File: src/rtl/id_ex_stage.sv
// ID/EX pipeline register with load-use hazard detection for the 5-stage RV32I core.
// Latency: one cycle ID->EX; stall_o is combinational from EX-slot state and ID controls.
// Backpressure: hold_i freezes the register; a load-use hazard stalls IF/ID and inserts one bubble.
module id_ex_stage #(
    parameter int XLEN   = 32,
    parameter int REG_AW = 5
) (
    input  logic              clk,
    input  logic              rst,
    input  logic              id_reg_write,
    input  logic              id_alu_src,
    input  logic              id_mem_write,
    input  logic              id_mem_to_reg,
    input  logic              id_branch,
    input  logic              id_mem_read,
    input  logic [2:0]        id_alu_op,
    input  logic [XLEN-1:0]   id_pc,
    input  logic [XLEN-1:0]   id_rs1_data,
    input  logic [XLEN-1:0]   id_rs2_data,
    input  logic [XLEN-1:0]   id_imm,
    input  logic [REG_AW-1:0] id_rs1,
    input  logic [REG_AW-1:0] id_rs2,
    input  logic [REG_AW-1:0] id_rd,
    input  logic [2:0]        id_funct3,
    input  logic              id_funct7b5,
    input  logic              flush_i,
    input  logic              hold_i,
    output logic              stall_o,
    output logic              ex_valid,
    output logic              ex_reg_write,
    output logic              ex_alu_src,
    output logic              ex_mem_write,
    output logic              ex_mem_to_reg,
    output logic              ex_branch,
    output logic              ex_mem_read,
    output logic [2:0]        ex_alu_op,
    output logic [XLEN-1:0]   ex_pc,
    output logic [XLEN-1:0]   ex_rs1_data,
    output logic [XLEN-1:0]   ex_rs2_data,
    output logic [XLEN-1:0]   ex_imm,
    output logic [REG_AW-1:0] ex_rs1,
    output logic [REG_AW-1:0] ex_rs2,
    output logic [REG_AW-1:0] ex_rd,
    output logic [2:0]        ex_funct3,
    output logic              ex_funct7b5
);

    typedef struct packed {
        logic              valid;
        logic              reg_write;
        logic              alu_src;
        logic              mem_write;
        logic              mem_to_reg;
        logic              branch;
        logic              mem_read;
        logic [2:0]        alu_op;
        logic [XLEN-1:0]   pc;
        logic [XLEN-1:0]   rs1_data;
        logic [XLEN-1:0]   rs2_data;
        logic [XLEN-1:0]   imm;
        logic [REG_AW-1:0] rs1;
        logic [REG_AW-1:0] rs2;
        logic [REG_AW-1:0] rd;
        logic [2:0]        funct3;
        logic              funct7b5;
    } ex_bundle_t;

    ex_bundle_t ex_q;
    ex_bundle_t id_d;
    logic       uses_rs1;
    logic       uses_rs2;
    logic       lu;

    always_comb begin
        uses_rs1 = id_reg_write | id_mem_write | id_branch;
        uses_rs2 = (uses_rs1 & ~id_alu_src) | id_mem_write;
        // Bubbles and x0 destinations can never feed a stale load result.
        lu = ex_q.valid & ex_q.mem_read & (ex_q.rd != '0)
           & ((uses_rs1 & (ex_q.rd == id_rs1)) | (uses_rs2 & (ex_q.rd == id_rs2)));
    end

    assign stall_o = hold_i | (lu & ~flush_i);

    always_comb begin
        id_d            = '0;
        id_d.valid      = 1'b1;
        id_d.reg_write  = id_reg_write;
        id_d.alu_src    = id_alu_src;
        id_d.mem_write  = id_mem_write;
        id_d.mem_to_reg = id_mem_to_reg;
        id_d.branch     = id_branch;
        id_d.mem_read   = id_mem_read;
        id_d.alu_op     = id_alu_op;
        id_d.pc         = id_pc;
        id_d.rs1_data   = id_rs1_data;
        id_d.rs2_data   = id_rs2_data;
        id_d.imm        = id_imm;
        id_d.rs1        = id_rs1;
        id_d.rs2        = id_rs2;
        id_d.rd         = id_rd;
        id_d.funct3     = id_funct3;
        id_d.funct7b5   = id_funct7b5;
    end

    // Hold outranks flush: the flush source keeps flush_i high until hold drops.
    always_ff @(posedge clk or posedge rst) begin
        if (rst) begin
            ex_q        <= '0;
            ex_q.alu_op <= 3'b111;
        end else if (hold_i) begin
            ex_q <= ex_q;
        end else if (flush_i | lu) begin
            ex_q        <= '0;
            ex_q.alu_op <= 3'b111;
        end else begin
            ex_q <= id_d;
        end
    end

    assign ex_valid      = ex_q.valid;
    assign ex_reg_write  = ex_q.reg_write;
    assign ex_alu_src    = ex_q.alu_src;
    assign ex_mem_write  = ex_q.mem_write;
    assign ex_mem_to_reg = ex_q.mem_to_reg;
    assign ex_branch     = ex_q.branch;
    assign ex_mem_read   = ex_q.mem_read;
    assign ex_alu_op     = ex_q.alu_op;
    assign ex_pc         = ex_q.pc;
    assign ex_rs1_data   = ex_q.rs1_data;
    assign ex_rs2_data   = ex_q.rs2_data;
    assign ex_imm        = ex_q.imm;
    assign ex_rs1        = ex_q.rs1;
    assign ex_rs2        = ex_q.rs2;
    assign ex_rd         = ex_q.rd;
    assign ex_funct3     = ex_q.funct3;
    assign ex_funct7b5   = ex_q.funct7b5;

endmodule

File: config.mk
export PLATFORM = sky130hd
export DESIGN_NAME = id_ex_stage
export DESIGN_NICKNAME = d
export VERILOG_FILES = /design/src/rtl/id_ex_stage.sv
export SDC_FILE = /design/constraint.sdc
export NUM_CORES = 1
export LEC_CHECK = 0
export ABC_AREA = 1
export CORE_MARGIN = 5
export CORE_UTILIZATION = 45
export DETAILED_ROUTE_END_ITERATION = 10
export DONT_BUFFER_PORTS = 1
export SLEW_MARGIN = 20
export SYNTH_ARGS = -nofsm -noshare
export SYNTH_HDL_FRONTEND = slang
export SYNTH_SLANG_ARGS = --single-unit
File: constraint.sdc
create_clock -name clk -period 5.99 [get_ports clk]
set_clock_uncertainty 0.15 [all_clocks]
set_input_delay 1.797 -clock clk [delete_from_list [all_inputs] [get_ports clk]]
set_output_delay 1.797 -clock clk [all_outputs]
set_load 0.01 [all_outputs]
==> flow_metrics.py <==
metrics = {
    "critical_path": {
        "crit_chain": "nor3_1 > nor2_1 > o21a_1 > nand2_4 > o21ai_0",
        "cpPeakStageDelay_ns": 0.38,
        "setup.worst_path.start_class": "input port",
        "classification_of_the_worst_setup_path": "in -> out",
        "crit_arrival_ns": 2.70,
        "r2r.worst_path.cells": 8,
        "critical_path.n_buffers_inverters": 0,
        "worstSetupPathDepth": 5,
        "worst_path_dominant_cell_family": "compound AO/OA/AOI/OAI gates",
        "crit_path_end_kind": "output port",
        "critPathRequiredTime_ns": 4.04,
        "crit_path_max_fanout": 3,
        "crit_slowest_cell": "sky130_fd_sc_hd__o21ai_0",
    },
    "final_layout": {
        "finalNetCount": 874,
        "postLayoutCellArea_sq_um": 7100,
        "insertedDiodeCount": 0,
        "num-fill-cells": 1319,
        "multi_input_area_sq_um": 2210,
        "area.sequential_sq_um": 3930,
        "layout-area-overhead-vs-synth_pct": 8.65,
        "layout-drive-gt1-share": 0.0757,
    },
    "die": {
        "initial_utilization": 0.455,
        "die_height_um": 131,
        "rows": 44,
        "total_die_area_sq_um": 17000,
        "ioPinCount": 318,
        "die_w_um": 131,
        "floorplan.core_area_sq_um": 14400,
    },
    "clock_network": {
        "post_cts_buffers": 0,
        "clock_latency_ns": 0.41,
        "cts_tree": "built",
        "worst_case_clock_buffer_depth": 2,
        "num_cts_buffers": 17,
        "htree_num_levels": 4,
        "clock_pin_slew_of_the_registers_on_the_worst_case_setup_and_hold_paths_ns": 0.06,
        "clock_sinks": 157,
        "cts-hold-fix-buffers": 0,
        "postCtsResizedCells": 0,
        "clk_root_buffer_cell": "sky130_fd_sc_hd__clkbuf_16",
    },
    "routing": {
        "detailedRoute.firstIterationViolations": 324,
        "post-route-drc-count": 0,
        "route.vias.total": 4935,
        "route.detailed.vias_per_inst": 5.42,
        "postRouteAntennaNets": 0,
        "routed_wl_um": 17900,
        "routed_wire_length_per_instance_um": 19.7,
        "drt_pass1_iterations": 4,
    },
    "timing": {
        "report.final.setup_viol": 0,
        "fmaxAchievable_mhz": 215,
        "period_share": 0.775,
        "max_transition_margin": 0.331,
        "final-hold-violation-count": 0,
        "totalNegativeSetupSlack_ns": 0,
        "unrepaired_setup_endpoints_after_global_routing": "no",
        "period_minus_slack_ns": 4.64,
        "measured_slew_at_the_worst_slew_check_pin_ns": 1.00,
        "drv_slew": 0,
    },
    "grt": {
        "global_route.usage.met1": 0.223,
        "grtUsageMet2": 0.331,
        "antenna_found_initial": 0,
        "global_route_met3_usage": 0.0935,
        "grt_overflow": 0,
        "wire_length_of_the_first_global_routing_pass_um": 26700,
        "via_count_of_the_first_global_routing_pass": 5024,
        "track_usage": 0.202,
        "grt_busiest_layer": "met2",
        "grt_max_degree": 158,
    },
    "pwr": {
        "cellPowerDensity_nw_per_um2": 346,
        "leakagePower_nw": 3.84,
        "vdd_ir_drop_max_uv": 180,
    },
    "synthesis": {
        "synth_edf_count": 0,
        "postSynth.asyncResetShare": 1.00,
        "mappedNetlistNets": 902,
        "synth.largest_area_cell": "sky130_fd_sc_hd__dfrtp_1",
        "synthMostInstantiatedCell": "sky130_fd_sc_hd__nand2_1",
        "synth_compound_area_frac": 0.00574,
        "post_synth_most_frequent_cells": "331 x sky130_fd_sc_hd__nand2_1, 154 x sky130_fd_sc_hd__dfrtp_1, 148 x sky130_fd_sc_hd__nand3_1",
        "synthCells": 742,
        "synth_top_family_by_area": "simple AND/OR/NAND/NOR gates",
        "synthAdderAreaFrac": 0,
        "seq_area_frac_synth": 0.602,
        "netlist-cell-type-count": 18,
        "syn_avg_cell_area_sq_um": 8.81,
        "synth-warning-count": 0,
        "synth.mux.area_fraction": 0,
        "dominant_cells_by_area_after_synthesis": "sky130_fd_sc_hd__dfrtp_1 59%, sky130_fd_sc_hd__nand2_1 19%, sky130_fd_sc_hd__nand3_1 11%",
        "synthFlopType": "sky130_fd_sc_hd__dfrtp_1",
        "yosys.area_share.xor_xnor": 0.00134,
        "synth.ff_latch_count": 157,
        "synth_simple_gate_area_share": 0.329,
        "synth.cell_area_sq_um": 6540,
        "top_area_cell_type_share_of_the_netlist_area": 0.590,
    },
    "placement": {
        "place.gp.congestion": 0.763,
        "port_buffers": 0,
        "placed_area_sq_um": 6520,
        "sum_of_net_half_perimeters_after_detailed_placement_um": 12500,
    },
    "worst_hold_path": {
        "worstHoldPathType": "reg -> reg",
        "whs_path_depth": 2,
    },
    "outcome": {
        "outcome": "finished, final reports clean",
    },
    "job": {
        "maxCapViolCount": 0,
    },
}
cells by family after synthesis:
| kind of cell | count (synthesis) |
|---|---|
| DFF | 157 |
| buffers and inverters | 74 |
| AOI/OAI and AO/OA | 7 |
| and+or+nand+nor | 503 |
| xor gates and xnor gates | 1 |
per-layer routing:
metal | routed length [um] | up-vias
met3 | 2270 | 44
met1 | 6310 | 2339
met2 | 8710 | 255
li1 | - | 2297
met5 | 0 | -
met4 | 639 | 0
final timing paths:
check	from	end	slack, ns
max in group asynchronous	rst	ex_rd[3]	3.74
setup / recovery	id_mem_write	stall_o	1.35
min in group asynchronous	rst	ex_rs2_data[26]	1.31
hold reg to reg	ex_rs2_data[6]	ex_rs2_data[6]	0.40
hold / removal	ex_rs2_data[6]	ex_rs2_data[6]	0.40
setup reg to reg	ex_rd[1]	ex_branch	2.93
cells in the final DEF, fill, tap and decap left out, types with 2 or more instances in the layout:
| master | count |
|---|---|
| sky130_fd_sc_hd__nand2_1 | 331 |
| sky130_fd_sc_hd__dfrtp_1 | 154 |
| sky130_fd_sc_hd__nand3_1 | 148 |
| sky130_fd_sc_hd__inv_1 | 21 |
| sky130_fd_sc_hd__clkbuf_16 | 17 |
| sky130_fd_sc_hd__nand3_2 | 10 |
| sky130_fd_sc_hd__nor2_1 | 7 |
| sky130_fd_sc_hd__o21ai_0 | 6 |
| sky130_fd_sc_hd__clkinvlp_4 | 6 |
| sky130_fd_sc_hd__or2_2 | 3 |
| sky130_fd_sc_hd__clkinv_4 | 3 |
| sky130_fd_sc_hd__dfstp_2 | 3 |
| sky130_fd_sc_hd__bufinv_16 | 2 |
| sky130_fd_sc_hd__clkinv_2 | 2 |
| sky130_fd_sc_hd__buf_4 | 2 |
| sky130_fd_sc_hd__buf_12 | 2 |
layout make-up:
class,instances,share of cell area
Multi-Input combinational cell,511,0.311
Sequential cell,157,0.554
Inverter,23,0.0127
Tap cell,184,0.0324
Clock buffer,19,0.0624
Timing Repair Buffer,4,0.00775
Clock inverter,13,0.0201
report_power, final:
part	internal [mW]	total [mW]	switching (mW)
Combinational	0.0522	0.147	0.0944
Clock	0.626	1.06	0.431
Sequential	1.14	1.26	0.113
Total	1.82	2.46	0.638
worst reg2reg max path, delay by kind of cell, from the launching register on:
family	cells	cell delay [ns]
simple gates	4	0.61
flops	1	0.48
compound gates	1	0.22
buf+inv	3	1.53
per-stage QoR:
step / hold slack [ns] / setup WS (ns) / power, mW / util / instances
after floorplan: 0.361 / 1.38 / 1.38 / - / 742
after global placement: 0.383 / 1.34 / 1.42 / 0.454 / 879
after detailed placement: 0.384 / 1.35 / 1.43 / 0.454 / 879
after CTS: 0.401 / 1.34 / 2.49 / 0.494 / 911
after global routing: 0.422 / 1.22 / 2.56 / 0.494 / 911
final: 0.401 / 1.35 / 2.46 / 0.494 / 911
(Power assumes the default switching activity.)
